$ cat config.mk
export PLATFORM = sky130hd
export DESIGN_NAME = fnd_scan_decoder
export DESIGN_NICKNAME = d
export VERILOG_FILES = /design/src/rtl/fnd_scan_decoder.sv
export SDC_FILE = /design/constraint.sdc
export NUM_CORES = 1
export LEC_CHECK = 0
export ABC_CLOCK_PERIOD_IN_PS = 3660
export CORE_UTILIZATION = 37
export CTS_BUF_LIST = sky130_fd_sc_hd__clkbuf_2
export DETAILED_ROUTE_END_ITERATION = 16
export RECOVER_POWER = 50
export SYNTH_ARGS = -nofsm -noshare
export SYNTH_HDL_FRONTEND = slang
export SYNTH_SLANG_ARGS = --single-unit
export TNS_END_PERCENT = 20
$ cat constraint.sdc
create_clock -name i_clk -period 3.66 [get_ports i_clk]
set_input_delay 0.732 -clock i_clk [delete_from_list [all_inputs] [get_ports i_clk]]
set_output_delay 0.732 -clock i_clk [all_outputs]
set_load 0.01 [all_outputs]
$ cat src/rtl/fnd_scan_decoder.sv
// FND scan receiver: deglitches a time-multiplexed 4-digit 7-segment bus,
// decodes each digit back to a hex nibble and publishes complete frames.
module fnd_scan_decoder #(
  parameter int unsigned STABLE_CYCLES = 4
) (
  input  logic        i_clk,
  input  logic        i_reset_n,
  input  logic [3:0]  i_FND_Digit,
  input  logic [7:0]  i_FND_Font,
  output logic [15:0] o_value,
  output logic [3:0]  o_dp,
  output logic [3:0]  o_blank,
  output logic        o_frame,
  output logic        o_valid,
  output logic        o_err
);

  localparam logic [7:0] StableMax = 8'(STABLE_CYCLES);

  typedef enum logic [1:0] {StIdle, StSettle, StHeld} state_e;

  state_e      state_q, state_d;
  logic [3:0]  d_q, d_p;
  logic [7:0]  f_q, f_p;
  logic [7:0]  cnt_q, cnt_d;
  logic [15:0] shadow_q, shadow_d;
  logic [3:0]  dp_s_q, dp_s_d;
  logic [3:0]  blank_s_q, blank_s_d;
  logic [3:0]  mask_q, mask_d;
  logic        err_acc_q, err_acc_d;
  logic [15:0] value_d;
  logic [3:0]  dp_d, blank_d;
  logic        frame_d, valid_d, err_d;

  logic        changed, fire, legal, is_blank, complete;
  logic [1:0]  idx;
  logic [4:0]  dec;

  // Active-low font to {hit, nibble}; hit=0 for any non-hex pattern.
  function automatic logic [4:0] seg_decode(input logic [6:0] seg);
    case (seg)
      7'h40: return 5'h10;
      7'h79: return 5'h11;
      7'h24: return 5'h12;
      7'h30: return 5'h13;
      7'h19: return 5'h14;
      7'h12: return 5'h15;
      7'h02: return 5'h16;
      7'h78: return 5'h17;
      7'h00: return 5'h18;
      7'h10: return 5'h19;
      7'h08: return 5'h1A;
      7'h03: return 5'h1B;
      7'h46: return 5'h1C;
      7'h21: return 5'h1D;
      7'h06: return 5'h1E;
      7'h0E: return 5'h1F;
      default: return 5'h00;
    endcase
  endfunction

  // Stage-0 sampling, stability counter, FSM, capture shadows and output frame.
  always_ff @(posedge i_clk or negedge i_reset_n) begin
    if (!i_reset_n) begin
      // Idle pattern so the cleared stage 0 never looks like a selected digit.
      d_q       <= 4'hF;
      f_q       <= 8'hFF;
      d_p       <= 4'hF;
      f_p       <= 8'hFF;
      cnt_q     <= 8'd0;
      state_q   <= StIdle;
      shadow_q  <= 16'h0000;
      dp_s_q    <= 4'h0;
      blank_s_q <= 4'h0;
      mask_q    <= 4'h0;
      err_acc_q <= 1'b0;
      o_value   <= 16'h0000;
      o_dp      <= 4'h0;
      o_blank   <= 4'h0;
      o_frame   <= 1'b0;
      o_valid   <= 1'b0;
      o_err     <= 1'b0;
    end else begin
      d_q       <= i_FND_Digit;
      f_q       <= i_FND_Font;
      d_p       <= d_q;
      f_p       <= f_q;
      cnt_q     <= cnt_d;
      state_q   <= state_d;
      shadow_q  <= shadow_d;
      dp_s_q    <= dp_s_d;
      blank_s_q <= blank_s_d;
      mask_q    <= mask_d;
      err_acc_q <= err_acc_d;
      o_value   <= value_d;
      o_dp      <= dp_d;
      o_blank   <= blank_d;
      o_frame   <= frame_d;
      o_valid   <= valid_d;
      o_err     <= err_d;
    end
  end

  // Stability tracking and state transitions; one action per stable run.
  always_comb begin
    changed = (d_q != d_p) || (f_q != f_p);
    if (changed) begin
      cnt_d = 8'd1;
    end else if (cnt_q >= StableMax) begin
      cnt_d = StableMax;
    end else begin
      cnt_d = cnt_q + 8'd1;
    end
    fire = (d_q != 4'hF) && (cnt_d == StableMax) && (changed || (state_q != StHeld));
    if (d_q == 4'hF) begin
      state_d = StIdle;
    end else if (fire || ((state_q == StHeld) && !changed)) begin
      state_d = StHeld;
    end else begin
      state_d = StSettle;
    end
  end

  // Digit capture, error accumulation and frame publication.
  always_comb begin
    shadow_d  = shadow_q;
    dp_s_d    = dp_s_q;
    blank_s_d = blank_s_q;
    mask_d    = mask_q;
    err_acc_d = err_acc_q;
    value_d   = o_value;
    dp_d      = o_dp;
    blank_d   = o_blank;
    frame_d   = 1'b0;
    valid_d   = o_valid;
    err_d     = o_err;

    legal    = $onehot(~d_q);
    is_blank = (f_q[6:0] == 7'h7F);
    dec      = seg_decode(f_q[6:0]);
    idx      = 2'd0;
    for (int i = 0; i < 4; i++) begin
      if (!d_q[i]) idx = 2'(i);
    end

    complete = (mask_q == 4'hF);
    if (complete) begin
      value_d   = shadow_q;
      dp_d      = dp_s_q;
      blank_d   = blank_s_q;
      frame_d   = 1'b1;
      valid_d   = 1'b1;
      err_d     = err_acc_q;
      mask_d    = 4'h0;
      err_acc_d = 1'b0;
    end

    // Actions on the loading edge land in the next frame.
    if (fire) begin
      if (legal && (dec[4] || is_blank)) begin
        shadow_d[idx*4 +: 4] = is_blank ? 4'h0 : dec[3:0];
        blank_s_d[idx]       = is_blank;
        dp_s_d[idx]          = ~f_q[7];
        mask_d[idx]          = 1'b1;
      end else begin
        err_acc_d = 1'b1;
      end
    end
  end

endmodule

Word-level counts from Yosys, hierarchy flattened:

Cells that the tools add are included.

* ROM bits: 0
* memories: 0
* memory bits (writable): 0
* latch bits: 0
* bits in registers: 90

* bitwise operators: 3
* shift-type cells: 2
* multiply operators: 0
* reduce and logical (&&, ||, !) cells: 12
* muxes and demuxes: 21
* $add $sub $neg: 5
* eq/ne operators: 25
* order comparisons: 3
* divide/modulo/power cells: 0

Operators with widths (count)
* one-hot mux 5 bit (16 select lines): 1
* == test 7 bit (second input constant): 5
* negator 4 -> 34 bit: 1
* variable shift 4 x 34 -> 16 bit (first input constant): 1
* variable part select 4 x 34 -> 16 bit: 1
* == test 7 x 5 -> 1 bit (second input constant): 3
* == test 7 x 6 -> 1 bit (second input constant): 3
* bitwise mux 16 bit: 1
* 2-to-1 mux 4 bit: 4
* 2-to-1 mux 8 bit: 2
* == test 7 x 2 -> 1 bit (second input constant): 2
* == test 7 x 4 -> 1 bit (second input constant): 2
* adder 8 x 1 -> 8 bit (second input constant): 1
* bitwise mux 4 bit: 2
* == test 4 bit (second input constant): 2
* == test 8 x 3 -> 1 bit (second input constant): 1
* greater-or-equal comparator 8 x 3 -> 1 bit (second input constant): 1
* 2-to-1 mux 2 bit: 4
* != test 8 bit: 1
* == test 7 x 3 -> 1 bit (second input constant): 1
* logical NOT 7 bit: 1
* 2-to-1 mux 1 bit: 6
* logical AND 1 bit: 5
* adder 1 x 1 -> 2 bit: 2
* 15 further kinds: 18

Longest topological paths before layout:

* depth after elaboration: 10
* depth in mapped cells: 9

Worst setup path before layout:

No wires, ideal clock.

* path kind: reg2reg
* start point: reg d_q[1]
* end point: reg blank_s_q[0]
* setup time: 125 ps
* stages on the path, launching flop included: 10
* data required time: 3535 ps
* slack: 807 ps
* clock period less this slack: 2853 ps
* data arrival time: 2728 ps
* buffers on the path: 1
* cells stage by stage: dfstp_2 > fa_1 > inv_1 > ha_1 > ha_1 > nor3b_1 > o31ai_2 > or4_1 > buf_4 > mux2_4

* cells in the longest elaborated chain, start to end: 8

Ends and longest elaborated chain
* from (decl): line 23 `logic [3:0] d_q, d_p;`
* from (signal assigned): line 84 `d_q <= i_FND_Digit;`
* 2-to-1 mux 1 bit: line 143 `if (!d_q[i]) idx = 2'(i);`
* 2-to-1 mux 2 bit (2 in series): line 143
* < comparator 2 x 3 -> 1 bit (not written as such) / greater-or-equal comparator 2 x 1 -> 1 bit (equally long branches): line 162 `blank_s_d[idx] = is_blank;`
* logical AND 1 bit (not written as such): line 162
* 2-to-1 mux 1 bit (not written as such): line 162
* demux 1 bit (select 2 bit): line 162
* bitwise mux 4 bit: line 162
* to (signal assigned): line 92 `blank_s_q <= blank_s_d;`
* to (decl): line 28 `logic [3:0] blank_s_q, blank_s_d;`

Several ways; a longest one is shown, not always the timed one.
A chain may end at the register's enable or synchronous reset.

Final worst setup path:

* start point: reg d_q[1]
* end point: reg shadow_q[1]

* cells in the longest elaborated chain, start to end: 7

Ends and longest elaborated chain
* branches (longest 7 deep; another with negator 4 -> 34 bit)
* to (signal assigned): line 90 `shadow_q <= shadow_d;`
* to (decl): line 26 `logic [15:0] shadow_q, shadow_d;`

Several ways; the timed one is not identified.

==> results.cfg <==
[setup_path]
path_delay_family = simple AND/OR/NAND/NOR gates
crit_path_start_kind = flop
critical_path.n_buffers_inverters = 1
worst-setup-path-type = flop to flop
critical_path_capture_point_type = flop
critPathMaxStageDelay_ps = 730
worst_path_cell_trace = fa_1, inv_1, ha_1, ha_1, nor3b_1, o31ai_2, or4_1, mux2_4
slowest_stage = sky130_fd_sc_hd__dfstp_1
required_ps = 4130
cp.arrival_ps = 3700
most_frequent_cp_cell = sky130_fd_sc_hd__ha_1
crit_path_max_fanout = 7

[yosys]
synth_warnings = 0
synth_compound_gate_area_share = 0.0530
async_reset_ff_frac = 1.00
post-synth-top-area-fraction = 0.445
yosys-mux-area-fraction = 0.0739
synth_top_family_by_area = simple AND/OR/NAND/NOR gates
syn_avg_cell_area_sq_um = 11.8
xor_xnor_share_of_the_synthesized_area = 0.0331
synthTopCellsByArea = sky130_fd_sc_hd__dfrtp_1 (45%), sky130_fd_sc_hd__dfstp_2 (17%), sky130_fd_sc_hd__nand2_1 (8.0%)
synth_simple_gate_area_frac = 0.170
synth.largest_area_cell = sky130_fd_sc_hd__dfrtp_1
synth-edff-count = 0
fraction_of_the_mapped_netlist_area_in_adder_cells = 0.0223
ys_seq_area_frac = 0.615
ys_types = 48
post_synth_inst_count = 315
seq_cells_post_synth = 90
dominantRegCellSynth = sky130_fd_sc_hd__dfrtp_1
syn_area_sq_um = 3710

[clocking]
cts-buffers-inserted = 9
path_clk_slew_ps = 250
number_of_sinks_driven_by_the_clock_tree = 90
cts_repair_resizes = 0
cts_hold_buf = 0
htree_levels = 3
latest_clock_arrival_within_the_worst_skew_pair_ps = 550
tritoncts_clock_tree = yes
clock-root-buffer = sky130_fd_sc_hd__clkbuf_2
cts.repair_timing.setup_buffer_count = 0
ctsLongestPathBuffers = 2

[layout]
fillCellCount = 975
share_of_post_route_cells_with_drive_strength_above_1 = 0.154
finish.net_count = 379
synthToLayoutAreaGrowth_pct = 17.1
diodes = 0

[floorplan]
pin_count = 41
chipHeight_um = 102
initial_utilization = 0.381
rows = 36
die_width_um = 102
floorplan.die_area_sq_um = 10400
design.core.area_sq_um = 9730

[detailed_routing]
met3WireLength_um = 273
routed_wire_length_per_instance_um = 12.7
dr_wl_met2_mm = 2.83
remaining_drc_errors = 0
via_per_inst = 4.61
vias = 2289
detail_route.wirelength_mm = 6.33
1st_iter_drt_viols = 107
m1WireLength_mm = 3.14
drtAntennaViolNets = 0
drtPass1Iterations = 4
top_routing_layer_in_use = met4

[outcome]
status = complete, but fails checks
violations = max-capacitance violations, max-slew violations

[timing]
setup-violations-final = 0
final_critical_path_share_of_the_clock_period = 0.881
setup_ws_ps = 434
rsz_0062_raised_after_global_routing = no
fin_tns_setup_ps = 0
timing_worst_slew_pin_value_ps = 2140
finClkSkew_ps = 35.5
fmaxAchievable_ghz = 0.310
slew-limit-headroom = -0.425
timing_hold_violations_final = 0
final_period_minus_worst_setup_slack_ps = 3230
timing.final.max_slew_violations = 91

[flow_run]
timing.max_cap.violations = 1

[global_route]
pin_count_of_the_biggest_net_entering_global_routing = 91
first_pass_grt_wire_length_mm = 11.3
grt_antenna_before_repair = 0
gr-usage-all-layers = 0.143
overflow_after_grt = 0
via_count_of_the_first_global_routing_pass = 2258

[pwr]
leakage_power_figure_nw = 2.05
vdd_ir_drop_max_uv = 198
power.density_cell_area_nw_per_um2 = 373

[place]
hpwl_mm = 4.23
placer_congestion = 0.677
post_placement_worst_setup_slack_ps = 521
placement.io_buffers = 40

[worst_hold_path]
min_path_type = flop to flop
-- report_power, final --
group	leakage, nW	total (W)	switching [W]	internal (W)
clock	0.0662	0.000494	0.000332	0.000161
combinational	0.833	0.0000786	0.0000436	0.0000350
sequential	1.15	0.00105	0.0000268	0.00102
total	2.05	0.00162	0.000403	0.00122
-- logic make-up (layout without fill, tap and decap cells) --
family,after synthesis,in the layout
flops,90,90
mux,23,23
xor+xnor,14,14
fa+ha+maj,6,6
compound gates,27,27
simple gates,129,129
other cells,1,5
buf+inv,25,70
-- synthesized netlist by cell type, types with 2 or more instances --
cell                       count
sky130_fd_sc_hd__a21o_1        2
sky130_fd_sc_hd__a21oi_1       6
sky130_fd_sc_hd__a32o_1        2
sky130_fd_sc_hd__and3_1        3
sky130_fd_sc_hd__and3b_1       2
sky130_fd_sc_hd__buf_2         4
sky130_fd_sc_hd__buf_4         3
sky130_fd_sc_hd__clkbuf_1      5
sky130_fd_sc_hd__dfrtp_1      66
sky130_fd_sc_hd__dfstp_2      24
sky130_fd_sc_hd__ha_1          5
sky130_fd_sc_hd__inv_1        11
sky130_fd_sc_hd__mux2_2       15
sky130_fd_sc_hd__mux2_4        5
sky130_fd_sc_hd__mux2i_1       3
sky130_fd_sc_hd__nand2_1      79
sky130_fd_sc_hd__nand2b_1      3
sky130_fd_sc_hd__nand3_1       3
sky130_fd_sc_hd__nand3b_1      2
sky130_fd_sc_hd__nand4_1       6
sky130_fd_sc_hd__nor2_1        9
sky130_fd_sc_hd__nor3_1        4
sky130_fd_sc_hd__nor3_2        2
sky130_fd_sc_hd__nor3b_1       4
sky130_fd_sc_hd__nor4bb_1      2
sky130_fd_sc_hd__o21ai_0       8
sky130_fd_sc_hd__or4_1         3
sky130_fd_sc_hd__xnor2_1      14
-- cell usage in the layout (no fill, tap or decap), types with 4 or more instances in the layout --
cell type	count
sky130_fd_sc_hd__dfrtp_1	66
sky130_fd_sc_hd__dfstp_2	12
sky130_fd_sc_hd__clkbuf_2	11
sky130_fd_sc_hd__dlygate4sd3_1	12
sky130_fd_sc_hd__nand2_1	79
sky130_fd_sc_hd__xnor2_1	14
sky130_fd_sc_hd__mux2_4	5
sky130_fd_sc_hd__o21ai_0	8
sky130_fd_sc_hd__a21oi_1	6
sky130_fd_sc_hd__mux2_2	15
sky130_fd_sc_hd__inv_1	11
sky130_fd_sc_hd__nor2_1	9
sky130_fd_sc_hd__nor3b_1	4
sky130_fd_sc_hd__clkdlybuf4s50_1	27
sky130_fd_sc_hd__dfstp_1	12
sky130_fd_sc_hd__nand4_1	6
sky130_fd_sc_hd__conb_1	5
sky130_fd_sc_hd__ha_1	5
sky130_fd_sc_hd__nor3_1	4
-- per-layer routing --
layer  track usage  vias up
li1              -     1147
met1         0.194     1089
met2         0.215       44
met3        0.0472        9
met4        0.0462        0
met5             0        -
-- per-stage QoR --
step           power [W]  utilization  cell area [sq um]  std cells  hold WS (ps)
2_1_floorplan    0.00111            -               3720        319           358
3_3_place_gp     0.00115        0.435               4240        481           394
3_5_place_dp     0.00115        0.435               4240        481           394
4_1_cts          0.00165        0.447               4350        497           356
5_1_grt          0.00170        0.447               4350        497           423
6_report         0.00162        0.447               4350        497           411
-- layout make-up --
cell class,count,area (sq um),share of cell area
well taps,133,166,0.0383
multi-input cells,204,1330,0.305
inverters,11,41.3,0.00950
clock buffers,10,50.0,0.0115
flip-flops and latches,90,2280,0.525
clock inverters,6,66.3,0.0153
repair buffers,43,414,0.0953
-- worst register-to-register path: cells and delay by family (launching register included) --
family	cells	cell delay, ps
buf+inv	1	60
fa+ha+maj	3	810
flops	1	730
mux	1	380
simple gates	2	1000
compound gates	1	190
-- worst paths after layout --
path                       cells after the start  slack, ps       from          end
min in group asynchronous                      1        770  i_reset_n   o_value[5]
max reg2reg                                    8        430     d_q[1]  shadow_q[1]
max                                            8        430     d_q[1]  shadow_q[1]
min                                            0        410     d_q[2]       d_p[2]
min reg2reg                                    0        410     d_q[2]       d_p[2]
max in group asynchronous                      1       1660  i_reset_n  shadow_q[9]
-- state kept, by name, summed over array words and instances, names as in the netlist --
name and flops:
o_valid 1, f_p 8, err_acc_q 1, mask_q 4
cnt_q 8, f_q 8, dp_s_q 4, o_value 16
o_err 1, o_blank 4, o_frame 1, shadow_q 16
d_p 4, d_q 4, state_q 2, o_dp 4
blank_s_q 4
Power figures use the tool's default switching activity.
